==> src/rtl/fma16_arb.sv <==
// Two-requester round-robin arbiter and issue/response sequencer for one shared fma16 datapath.
// Define FMA16_ARB_FFLAGS_EN to build the sticky exception-flag register driven on fflags.
module fma16_arb (
  input  logic        clk,
  input  logic        reset_n,
  input  logic [1:0]  req_valid,
  output logic [1:0]  req_ready,
  input  logic [15:0] req0_x,
  input  logic [15:0] req0_y,
  input  logic [15:0] req0_z,
  input  logic [3:0]  req0_op,
  input  logic [1:0]  req0_rm,
  input  logic [15:0] req1_x,
  input  logic [15:0] req1_y,
  input  logic [15:0] req1_z,
  input  logic [3:0]  req1_op,
  input  logic [1:0]  req1_rm,
  output logic [15:0] fma_x,
  output logic [15:0] fma_y,
  output logic [15:0] fma_z,
  output logic [3:0]  fma_op,
  output logic [1:0]  fma_rm,
  input  logic [15:0] fma_result,
  input  logic [3:0]  fma_flags,
  output logic        rsp_valid,
  input  logic        rsp_ready,
  output logic        rsp_id,
  output logic [15:0] rsp_result,
  output logic [3:0]  rsp_flags,
  output logic [3:0]  fflags,
  input  logic        fflags_clr
);

  // state | meaning
  // IDLE  | no operation in flight, no response held
  // EXEC  | issue register drives fma16; result captured on the next edge
  // DONE  | response held until rsp_ready; may accept the next op in the same cycle
  typedef enum logic [1:0] {IDLE, EXEC, DONE} state_t;

  state_t state;
  logic   last_grant;
  logic   issue_id;
  logic   can_accept;
  logic   accept;
  logic   grant;

  always_comb begin
    can_accept = reset_n && ((state == IDLE) || ((state == DONE) && rsp_ready));
    accept     = can_accept && (req_valid != 2'b00);
    // With both requesting, the one not granted last time wins.
    grant      = (req_valid == 2'b11) ? ~last_grant : req_valid[1];
    req_ready  = 2'b00;
    if (accept) req_ready = grant ? 2'b10 : 2'b01;
  end

  always_ff @(posedge clk or negedge reset_n) begin
    if (!reset_n) begin
      state      <= IDLE;
      last_grant <= 1'b1;
      issue_id   <= 1'b0;
      fma_x      <= '0;
      fma_y      <= '0;
      fma_z      <= '0;
      fma_op     <= '0;
      fma_rm     <= '0;
      rsp_valid  <= 1'b0;
      rsp_id     <= 1'b0;
      rsp_result <= '0;
      rsp_flags  <= '0;
    end else begin
      if (accept) begin
        fma_x      <= grant ? req1_x  : req0_x;
        fma_y      <= grant ? req1_y  : req0_y;
        fma_z      <= grant ? req1_z  : req0_z;
        fma_op     <= grant ? req1_op : req0_op;
        fma_rm     <= grant ? req1_rm : req0_rm;
        last_grant <= grant;
        issue_id   <= grant;
      end
      case (state)
        IDLE: begin
          if (accept) state <= EXEC;
        end
        EXEC: begin
          rsp_result <= fma_result;
          rsp_flags  <= fma_flags;
          rsp_id     <= issue_id;
          rsp_valid  <= 1'b1;
          state      <= DONE;
        end
        DONE: begin
          if (rsp_ready) begin
            rsp_valid <= 1'b0;
            state     <= accept ? EXEC : IDLE;
          end
        end
        default: state <= IDLE;
      endcase
    end
  end

`ifdef FMA16_ARB_FFLAGS_EN
  // A completing op's flags survive a clear arriving on the same edge.
  always_ff @(posedge clk or negedge reset_n) begin
    if (!reset_n) begin
      fflags <= 4'b0000;
    end else if (state == EXEC) begin
      fflags <= (fflags_clr ? 4'b0000 : fflags) | fma_flags;
    end else if (fflags_clr) begin
      fflags <= 4'b0000;
    end
  end
`else
  // Constant zero; the AND keeps the unused clear input referenced.
  assign fflags = 4'b0000 & {4{fflags_clr}};
`endif

endmodule

==> config.mk <==
export PLATFORM = sky130hd
export DESIGN_NAME = fma16_arb
export DESIGN_NICKNAME = d
export VERILOG_FILES = /design/src/rtl/fma16_arb.sv
export SDC_FILE = /design/constraint.sdc
export NUM_CORES = 1
export LEC_CHECK = 0
export ABC_AREA = 1
export BUFFER_PORTS_ARGS = -buffer_cell sky130_fd_sc_hd__buf_2
export CELL_PAD_IN_SITES_DETAIL_PLACEMENT = 1
export CELL_PAD_IN_SITES_GLOBAL_PLACEMENT = 1
export CORE_ASPECT_RATIO = 0.6
export CORE_MARGIN = 2
export CORE_UTILIZATION = 27
export DETAILED_ROUTE_END_ITERATION = 12
export GPL_ROUTABILITY_DRIVEN = 0
export GPL_TIMING_DRIVEN = 0
export PLACE_DENSITY_LB_ADDON = 0.1
export SYNTH_ARGS = -nofsm -noshare
export SYNTH_HDL_FRONTEND = slang
export SYNTH_SLANG_ARGS = --single-unit
==> constraint.sdc <==
create_clock -name clk -period 1.25 [get_ports clk]
set_input_delay 0.0625 -clock clk [delete_from_list [all_inputs] [get_ports clk]]
set_output_delay 0.0625 -clock clk [all_outputs]
set_load 0.02 [all_outputs]
==> metrics.csv, run 1 <==
stage;metric;value;unit
grt;grt_remaining_overflow;0;
placement;placement.cell_area;0.005223;mm2
logic_synthesis;synthDominantAreaCellType;dfrtp_1;
die;placement_rows;33;
worst_setup_path;cpLargestDelayFamily;flip-flops;
detailed_routing;post_drt_via_cell_ratio;4.364;
grt;initial_antenna_violation_count;0;
power_and_ir_drop;design_power_total;10.27;mW
timing;timing.fmax;681.2;MHz
placement;port_buffers;210;
timing;period_minus_slack;1468;ps
worst_setup_path;timing.critical_path.depth;7;
hold_path;worst_hold_path.num_cells;5;
worst_setup_path;worstSetupEndpointType;primary output;
clock_network;clock_latency;340;ps
clock_network;htree_levels;3;
logic_synthesis;portion_of_the_post_synthesis_area_used_by_sequential_elements;51.60;%
clock_network;clk_pin_slew;70;ps
status;violations;setup timing;
worst_setup_path;worst_ep_required_time;1190;ps
detailed_routing;via_count;4342;
placement;dpl_worst_slack;-528.2;ps
finish;num_antenna_cells;0;
worst_setup_path;worst_path_max_delay_cell;dfstp_2;
grt;grt_max_degree;30;
grt;first_pass_grt_wire_length;24.26;mm
die;initial_utilization;28.07;%
grt;first_global_vias;4587;
finish;post_route_cells_drive_above_1_share;36.36;%
clock_network;cts.sinks;80;
logic_synthesis;mapped_cells;530;
die;die-width;158.8;um
status;outcome;finished with violations;
logic_synthesis;post_synth.cell_area_avg;7.325;um2
clock_network;cts.root.buffer_cell;clkbuf_16;
die;floorplan.io_pins;216;
timing;hold_viol;0;
logic_synthesis;synth.lib_cells_used.distinct;17;
finish;layout.filler_cells;1728;
detailed_routing;routed_wire_length_per_instance;15.29;um
timing;setup_repair_after_global_routing_missed_its_margin;true;
power_and_ir_drop;vdd.ir_drop.worst;0.6239;mV
die;core_area;0.01383;mm2
logic_synthesis;synth_commonest_cells;nand2_1, dfrtp_1, nand3_1;
worst_setup_path;cp_startpoint_kind;register;
worst_setup_path;worst_path_cell_chain;nand2_8, nand2_4, buf_6, inv_6, nand2_4, inv_2, buf_6;
finish;fin_area;0.006156;mm2
logic_synthesis;mappedNetlistArea;0.003882;mm2
flow_run;timing.max_cap.violations;0;
worst_setup_path;worst_path_largest_cell_delay;580;ps
power_and_ir_drop;total_leakage_power;3.652;nW
detailed_routing;routed_wire_length_on_met3;1.118;mm
logic_synthesis;synth_largest_type_area_fraction;50.92;%
grt;track_usage;19.71;%
logic_synthesis;ys.warnings.count;0;
detailed_routing;drcViolationCount;0;
clock_network;clock_tree_from_tritoncts;done;
die;floorplan.die_area;0.01539;mm2
detailed_routing;detail_route.iter0.violations;175;
logic_synthesis;synth_enable_flop_cells;0;
worst_setup_path;critical_path.max_fanout;2;
worst_setup_path;worst-path-buf-inv;4;
logic_synthesis;synth_top_cells_by_area;dfrtp_1, nand2_1, nand3_1;
power_and_ir_drop;power-per-cell-area;1669;mW/mm2
placement;place.detailed.instances;936;
logic_synthesis;ys_async_sr_fraction;100.0;%
detailed_routing;drt.antenna.violating_nets;0;
hold_path;min-delay-path-class;in -> reg;
detailed_routing;highest_layer;met4;
timing;setup_viol_count_final;52;
detailed_routing;m1WireLength;7.050;mm
detailed_routing;dr_wl_met2;6.956;mm
worst_setup_path;worstSetupPathType;reg -> out;
logic_synthesis;synthFlopType;dfrtp_1;
clock_network;cts_made_buffers;9;
timing;slew_violations;0;
detailed_routing;drt_wl_total;15.21;mm
worst_setup_path;timing.reg2reg.worst_path_depth;8;
finish;nNetsFinal;932;
finish;syn_to_final_growth;58.56;%
finish;layoutNonFillerInstCount;995;
clock_network;cts-root-to-sink-buffers;2;
timing;fin_ws;-218.1;ps
placement;hpwlAfterDp;10.77;mm
die;chipHeight;96.89;um
detailed_routing;first_pass_drt_iterations;4;
timing;finalClockSkew;7.831;ps
worst_setup_path;critPathArrivalTime;1410;ps
logic_synthesis;synth_most_common_cell;nand2_1;
logic_synthesis;postSynthRegisterBits;80;
timing;min_period_over_period;117.4;%
## flip-flops by register name, indices dropped and copies added, names as in the netlist
register and count:
fma_op 4, fma_rm 2, fma_x 16, fma_y 16
fma_z 16, issue_id 1, last_grant 1, rsp_flags 4
rsp_id 1, rsp_result 16, rsp_valid 1, state 2
## worst reg2reg max path: cells and delay by family, from the launching register on
kind,cells,cell delay [ps]
DFF,1,580
and+or+nand+nor,6,370
buffers and inverters,2,370
## worst paths after layout
| path | from | endpoint | slack (ps) |
|---|---|---|---|
| hold reg to reg | rsp_result[12] | rsp_result[12] | 470 |
| setup / recovery | last_grant | req_ready[1] | -220 |
| setup reg to reg | last_grant | fma_x[9] | -140 |
| max in group asynchronous | reset_n | fma_rm[0] | 400 |
| min in group asynchronous | reset_n | rsp_result[9] | 520 |
| hold / removal | req0_x[0] | fma_x[0] | 10 |
## layer usage
| layer | up-vias | global-route usage [%] |
|---|---|---|
| met4 | 0 | 3.740 |
| met5 | - | 0 |
| met3 | 7 | 6.432 |
| met2 | 146 | 32.08 |
| li1 | 2152 | - |
| met1 | 2037 | 25.83 |
## layout make-up
cell class              instances  area (um2)  share of cell area [%]
repair buffers                254        1594                   25.89
flip-flops and latches         80        2003                   32.54
inverters                       7       31.28                  0.5081
plain buffers                  36       304.0                   4.939
well taps                     192       240.2                   3.902
multi-input cells             410        1679                   27.28
clock inverters                 7       78.83                   1.280
clock buffers                   9       225.2                   3.659
## logic make-up after synthesis
family	count (synthesis)	share of synthesized area, %
buf+inv	43	6.768
simple gates	403	41.15
compound gates	3	0.3866
other cells	1	0.09659
flops	80	51.60
## report_power, final
group | leakage [nW] | internal, mW | switching, mW
Sequential | 0.995 | 3.33 | 0.407
Combinational | 2.51 | 1.41 | 2.41
Clock | 0.144 | 1.57 | 1.15
Total | 3.65 | 6.30 | 3.97
## layout by cell type (no fill, tap or decap)
cell,instances
nand2_8,1
bufbuf_16,1
o21ai_0,3
buf_12,6
nand2_1,338
inv_6,2
conb_1,4
buf_4,19
bufinv_16,1
clkbuf_8,1
dlygate4sd3_1,28
dfstp_2,1
buf_16,1
nor2_2,2
inv_2,2
clkinv_4,1
nor2_4,2
or2_1,1
nand3_1,54
nand3_2,2
clkbuf_16,9
inv_8,1
nand2_2,1
clkinv_2,1
nand2_4,2
dfrtp_1,79
buf_6,16
inv_1,4
buf_2,217
clkinvlp_4,2
buf_8,1
## stage by stage
step	util, %	setup TNS, ps	hold WS (ps)
finish	44.50	-5568	10.74
global route	44.50	-11050	31.79
CTS	43.49	-7325	-350.2
detailed placement	37.76	-26520	8.988
global placement	37.54	-128220	264.1
floorplan	-	-30.01	-233.1
## what timing repair did
action,CTS,global route
endpoints found under the setup margin,65,77
cloned,1,0
endpoints found under the hold margin,76,51
resized for setup,37,7
hold buffers,28,6
setup buffers,5,3
pin swaps,5,4
Note: power is estimated with default switching activity, not from simulation.
==> run 2: changes to the inputs <==
--- a/config.mk
+++ b/config.mk
@@ -5,13 +5,11 @@
 export SDC_FILE = /design/constraint.sdc
 export NUM_CORES = 1
 export LEC_CHECK = 0
-export ABC_AREA = 1
 export BUFFER_PORTS_ARGS = -buffer_cell sky130_fd_sc_hd__buf_2
 export CELL_PAD_IN_SITES_DETAIL_PLACEMENT = 1
 export CELL_PAD_IN_SITES_GLOBAL_PLACEMENT = 1
-export CORE_ASPECT_RATIO = 0.6
 export CORE_MARGIN = 2
-export CORE_UTILIZATION = 27
+export CORE_UTILIZATION = 31
 export DETAILED_ROUTE_END_ITERATION = 12
 export GPL_ROUTABILITY_DRIVEN = 0
 export GPL_TIMING_DRIVEN = 0
==> constraint.sdc (replaced) <==
create_clock -name clk -period 1.4 [get_ports clk]
set_input_delay 0.07 -clock clk [delete_from_list [all_inputs] [get_ports clk]]
set_output_delay 0.07 -clock clk [all_outputs]
set_load 0.02 [all_outputs]
==> run 2 against run 1 <==
The flow finishes with violations (hold timing, setup timing). Clock-buffer cell count grew 2. Global-route usage shrank 0.20 points. Critical path type unchanged. Area after synthesis shrank 9.9%. Sequential power shrank 7.0%. Via count shrank 20%.
==> metrics.csv, run 2 <==
stage;metric;value;unit
detailed_routing;first_pass_drt_iterations;4;
grt;first_global_vias;3560;
logic_synthesis;post_synth.cell_area_avg;13.20;um2
grt;first_pass_grt_wire_length;18.31;mm
timing;slew_violations;0;
finish;num_antenna_cells;0;
logic_synthesis;synth-simple-area-share;2.146;%
grt;track_usage;19.51;%
worst_setup_path;worstSetupPathType;reg -> out;
detailed_routing;detail_route.iter0.violations;125;
worst_setup_path;worst_path_max_delay_cell;dfrtp_1;
worst_setup_path;worst-path-buf-inv;2;
logic_synthesis;synth_largest_type_area_fraction;56.51;%
logic_synthesis;post_synth_xor_area_fraction;0;%
power_and_ir_drop;vdd.ir_drop.worst;0.8641;mV
worst_setup_path;worstSetupEndpointType;primary output;
placement;hpwlAfterDp;8.495;mm
power_and_ir_drop;total_leakage_power;2.733;nW
finish;fin_area;0.006135;mm2
logic_synthesis;synth_most_common_cell;dfrtp_1;
logic_synthesis;synth_mux_area_share;7.332;%
timing;hold_viol;54;
logic_synthesis;postSynthRegisterBits;80;
clock_network;cts.hold.buffers_added;23;
timing;timing.fmax;604.7;MHz
status;outcome;finished with violations;
detailed_routing;drt_wl_total;12.63;mm
logic_synthesis;synth_compound_area_share;27.83;%
detailed_routing;drcViolationCount;0;
logic_synthesis;mapped_cells;265;
grt;grt_max_degree;58;
worst_setup_path;worst_setup_path_startpoint;state[1];
logic_synthesis;synth.lib_cells_used.distinct;23;
timing;setup_repair_after_global_routing_missed_its_margin;true;
clock_network;clock_latency;320;ps
clock_network;clk_pin_slew;60;ps
timing;period_minus_slack;1654;ps
worst_setup_path;cpLargestDelayFamily;simple AND/OR/NAND/NOR gates;
finish;syn_to_final_growth;75.36;%
clock_network;cts.sinks;80;
detailed_routing;drt.antenna.violating_nets;0;
grt;grt_remaining_overflow;0;
logic_synthesis;portion_of_the_post_synthesis_area_used_by_sequential_elements;57.26;%
timing;relSlewSlack;53.33;%
logic_synthesis;synth_top_cells_by_area;dfrtp_1, a2bb2oi_1, o32ai_1;
die;initial_utilization;31.99;%
logic_synthesis;synthFlopType;dfrtp_1;
detailed_routing;routed_wire_length_per_instance;18.65;um
power_and_ir_drop;power-per-cell-area;1610;mW/mm2
die;placement_rows;38;
die;chipHeight;110.2;um
logic_synthesis;synth_commonest_cells;dfrtp_1, a2bb2oi_1, o32ai_1;
placement;port_buffers;210;
logic_synthesis;synth-adder-area-share;0;%
placement;dpl_worst_slack;-558.9;ps
worst_setup_path;worst_ep_required_time;1330;ps
grt;initial_antenna_violation_count;0;
logic_synthesis;synthDominantAreaCellType;dfrtp_1;
die;floorplan.die_area;0.01215;mm2
die;die-width;110.2;um
placement;placement.cell_area;0.004768;mm2
logic_synthesis;ys.warnings.count;0;
clock_network;htree_levels;3;
flow_run;timing.max_cap.violations;0;
worst_setup_path;critPathArrivalTime;1580;ps
finish;most_frequent_cells_in_the_layout;buf_2, dfrtp_1, a2bb2oi_2;
finish;layout_commonest_cell;buf_2;
detailed_routing;via_count;3477;
worst_setup_path;worst_path_cell_chain;nor2b_4, nor4b_4, buf_6, nor2b_4, buf_6;
worst_setup_path;r2r_start;state[1];
die;core_area;0.01094;mm2
worst_setup_path;critical_path.max_fanout;3;
timing;timing.setup.tns;-5696;ps
worst_setup_path;worst_path_largest_cell_delay;380;ps
clock_network;cts_made_buffers;9;
hold_path;min-delay-path-class;in -> async;
die;floorplan.io_pins;216;
timing;setup_viol_count_final;51;
status;violations;hold timing, setup timing;
timing;min_period_over_period;118.1;%
finish;final_core_utilization;56.10;%
timing;hold_slack;-249.6;ps
logic_synthesis;mappedNetlistArea;0.003498;mm2
timing;finalClockSkew;7.009;ps
detailed_routing;post_drt_via_cell_ratio;5.136;
clock_network;clock_tree_from_tritoncts;done;
worst_setup_path;cp_startpoint_kind;register;
logic_synthesis;ys_async_sr_fraction;100.0;%
logic_synthesis;synth_enable_flop_cells;0;
finish;post_route_cells_drive_above_1_share;68.16;%
timing;fin_ws;-253.7;ps
clock_network;cts.root.buffer_cell;clkbuf_16;
clock_network;cts-root-to-sink-buffers;2;
logic_synthesis;main_combinational_cell_family_by_area_after_synthesis;compound AO/OA/AOI/OAI gates;
finish;nNetsFinal;666;
timing;timing_worst_slew_pin_value;700.1;ps
==> run 2: changes by cell type in the layout (fill, tap and decap cells not counted), sizes merged, moves of 4 or more <==
cell,before,now
nand2,342,1
nand3,56,0
a2bb2oi,0,54
o32ai,0,54
clkbuf,10,31
mux2,0,21
buf,260,247
dlygate4sd3,28,21
inv,9,5
==> run 2: kinds of logic (layout without fill, tap and decap cells) <==
family | count (synthesis) | count (layout)
muxes | 23 | 23
other | 1 | 4
and+or+nand+nor | 9 | 9
buffers and inverters | 40 | 309
DFF | 80 | 80
AOI/OAI and AO/OA | 112 | 112
==> run 2: worst register-to-register path: stages (launching register included) <==
cell and delay [ps]:
dfrtp_1 380, nor2b_4 140, nor4b_4 340, buf_6 160, buf_4 180, buf_4 130
mux2i_1 180
==> run 2: power by group <==
group	internal, mW	switching, mW	leakage (nW)
combinational	1.95	2.15	1.71
sequential	3.03	0.443	0.887
clock	1.38	0.922	0.132
total	6.36	3.52	2.73
==> run 2: cell type report <==
type	instances	area, um2
fill	1175	4801
inverter	5	18.77
timing repair buffer	254	1580
clock inverter	5	57.56
multi-input combinational	148	1749
buffer	34	316.6
clock buffer	11	232.7
sequential	80	2004
tap	140	175.2
==> run 2: worst paths after layout <==
check                           cells after the start           end  slack (ps)
worst max-delay path                                5  req_ready[1]        -250
worst min-delay path                                2      fma_x[3]        -250
worst max register to register                      6      issue_id        -200
worst min register to register                      2    last_grant         500
max in group asynchronous                           4      fma_z[6]         840
min in group clk                                    3      fma_x[3]          60
==> run 2: per-layer routing <==
metal	global-route usage [%]	part of all wire, %	vias up
li1	-	-	1600
met1	24.29	42	1757
met2	34.31	52	114
met3	4.292	5.9	6
met4	4.911	0.54	0
met5	0	0	-
==> run 2: per-stage QoR <==
stage               hold WS [ps]  instances  power (mW)
floorplan                 -225.6        268       5.471
detailed placement         13.00        619       6.784
global route              -228.3        677       10.40
finish                    -249.6        677       9.878
CTS                       -233.0        663       9.474
global placement           301.3        618       6.705
==> run 2: what timing repair did <==
item	in CTS	in global routing
pin swaps	2	2
gates resized for setup	66	77
endpoints found under the setup margin	77	77
buffers inserted	6	11
gates cloned	0	4
hold endpoints to repair	45	54
==> run 3: changes to the inputs <==
--- a/config.mk
+++ b/config.mk
@@ -13,7 +13,7 @@
 export DETAILED_ROUTE_END_ITERATION = 12
 export GPL_ROUTABILITY_DRIVEN = 0
 export GPL_TIMING_DRIVEN = 0
-export PLACE_DENSITY_LB_ADDON = 0.1
+export PLACE_DENSITY_LB_ADDON = 0.2
 export SYNTH_ARGS = -nofsm -noshare
 export SYNTH_HDL_FRONTEND = slang
 export SYNTH_SLANG_ARGS = --single-unit
==> run 3 against run 2 <==
The flow still finishes with violations (hold timing, setup timing). Combinational power grew 2%. Core utilization rose by 1.7 points. Sequential share of layout area is 0.94 points lower. Routed wire length rose by 5.6%. Hold slack better by 95 ps. Total power about the same. Flip-flop and latch count did not move. Maximum frequency grew 4.7%. Via count increased by 1.0%. Die area unchanged.
==> metrics.csv, run 3 (synthesis gave the netlist of run 2 again) <==
stage;metric;value;unit
die;floorplan.io_pins;216;
grt;first_global_vias;3753;
power_and_ir_drop;power-per-cell-area;1565;mW/mm2
flow_run;timing.max_cap.violations;0;
finish;layout_commonest_cell;buf_2;
clock_network;cts_made_buffers;9;
detailed_routing;via_count;3512;
timing;setup_viol_count_final;58;
grt;grt_max_degree;52;
die;initial_utilization;31.99;%
timing;period_minus_slack;1579;ps
grt;track_usage;20.57;%
finish;post_route_cells_drive_above_1_share;67.46;%
worst_setup_path;worstSetupEndpointType;primary output;
worst_setup_path;worst_ep_required_time;1330;ps
detailed_routing;first_pass_drt_iterations;4;
hold_path;min-delay-path-class;in -> async;
worst_setup_path;rrSetupSlack;-150;ps
timing;finalClockSkew;6.373;ps
status;violations;hold timing, setup timing;
placement;port_buffers;210;
power_and_ir_drop;total_leakage_power;2.848;nW
timing;setup_repair_after_global_routing_missed_its_margin;true;
power_and_ir_drop;design_power_total;9.883;mW
worst_setup_path;r2r_start;state[1];
clock_network;cts.hold.buffers_added;25;
timing;hold_viol;48;
placement;hpwlAfterDp;8.841;mm
detailed_routing;routed_wire_length_per_instance;19.42;um
finish;syn_to_final_growth;80.54;%
status;outcome;finished with violations;
worst_setup_path;timing.reg2reg.worst_path_depth;7;
detailed_routing;detail_route.iter0.violations;130;
clock_network;clock_latency;330;ps
worst_setup_path;critPathArrivalTime;1510;ps
power_and_ir_drop;vdd.ir_drop.worst;0.7943;mV
detailed_routing;drcViolationCount;0;
finish;final_core_utilization;57.76;%
die;placement_rows;38;
clock_network;cts-root-to-sink-buffers;2;
timing;min_period_over_period;112.8;%
finish;layoutNonFillerInstCount;687;
detailed_routing;post_drt_via_cell_ratio;5.112;
clock_network;clk_pin_slew;70;ps
worst_setup_path;critical_path.max_fanout;3;
placement;place.detailed.instances;619;
worst_setup_path;worstSetupPathType;reg -> out;
timing;timing_worst_slew_pin_value;715.3;ps
die;die-width;110.2;um
finish;num_antenna_cells;0;
grt;initial_antenna_violation_count;0;
die;core_area;0.01094;mm2
clock_network;cts.root.buffer_cell;clkbuf_16;
die;chipHeight;110.2;um
clock_network;cts.sinks;80;
timing;fin_ws;-179.0;ps
timing;hold_slack;-154.6;ps
detailed_routing;drt_wl_total;13.34;mm
worst_setup_path;rr_endpoint;fma_y[2];
worst_setup_path;cp_startpoint_kind;register;
grt;grt_remaining_overflow;0;
timing;timing.fmax;633.3;MHz
detailed_routing;drt.antenna.violating_nets;0;
finish;most_frequent_cells_in_the_layout;buf_2, dfrtp_1, a2bb2oi_1;
die;floorplan.die_area;0.01215;mm2
clock_network;htree_levels;3;
finish;nNetsFinal;676;
grt;first_pass_grt_wire_length;19.06;mm
timing;slew_violations;0;
clock_network;clock_tree_from_tritoncts;done;
timing;relSlewSlack;52.31;%
==> run 3: cell types whose count changed in the layout (fill, tap and decap cells not counted), sizes merged <==
cell      change
clkinv        +1
nor2b         +1
clkbuf        -3
inv           +4
bufinv        -1
buf          +10
clkinvlp      -2
==> run 3: repair_timing <==
item	in CTS	in global routing
cloned	1	9
setup endpoints to repair	77	77
setup buffers	16	3
hold endpoints to repair	99	48
gates resized for setup	110	36
pin swaps	5	2
==> run 3: how the worst max path moves through the flow <==
stage | start | end | slack (ps) | cells past startpoint
finish | state[1] | req_ready[1] | -180 | 5
global route | state[1] | req_ready[1] | -240 | 5
CTS | state[1] | req_ready[1] | -190 | 5
detailed placement | reset_n | fma_z[7] | -610 | 6
global placement | reset_n | fma_z[1] | -1410 | 5
floorplan | state[1] | fma_op[0] | 5 | 5
==> run 3: worst max-delay path, stage by stage, from the launching register on <==
cell and delay, ps:
dfrtp_1 380, nor2b_4 140, nor4b_4 260, buf_6 160
nor2b_4 130, buf_6 120
==> run 3: cell type report <==
class / count / area [um2]
buffer: 34 / 381.6
clock buffer: 9 / 225.2
clock inverter: 7 / 60.06
fill: 1165 / 4619
inverter: 5 / 18.77
multi-input combinational: 149 / 1727
sequential: 80 / 2004
tap: 140 / 175.2
timing repair buffer: 263 / 1724
==> run 3: where the power goes <==
part,internal (mW),leakage [nW],switching [mW]
Sequential,3.03,0.887,0.420
Combinational,2.00,1.82,2.21
Clock,1.23,0.137,0.999
==> run 3: layer usage <==
metal | up-vias | track usage [%] | share of wire [%]
met2 | 127 | 37.03 | 52
met3 | 10 | 4.997 | 7.2
li1 | 1629 | - | -
met4 | 0 | 5.268 | 0.91
met1 | 1746 | 24.56 | 40
met5 | - | 0 | 0
==> run 3: stage by stage <==
stage	worst slack (ps)	hold WS, ps	setup TNS (ps)	instance area, um2
after global placement	-1413	301.3	-116170	4738
after detailed placement	-614.5	46.50	-35110	4768
after floorplan	4.617	-225.6	0	3512
after CTS	-188.1	-138.9	-3382	5956
after global routing	-240.4	-122.3	-11090	6316
final	-179.0	-154.6	-6909	6316
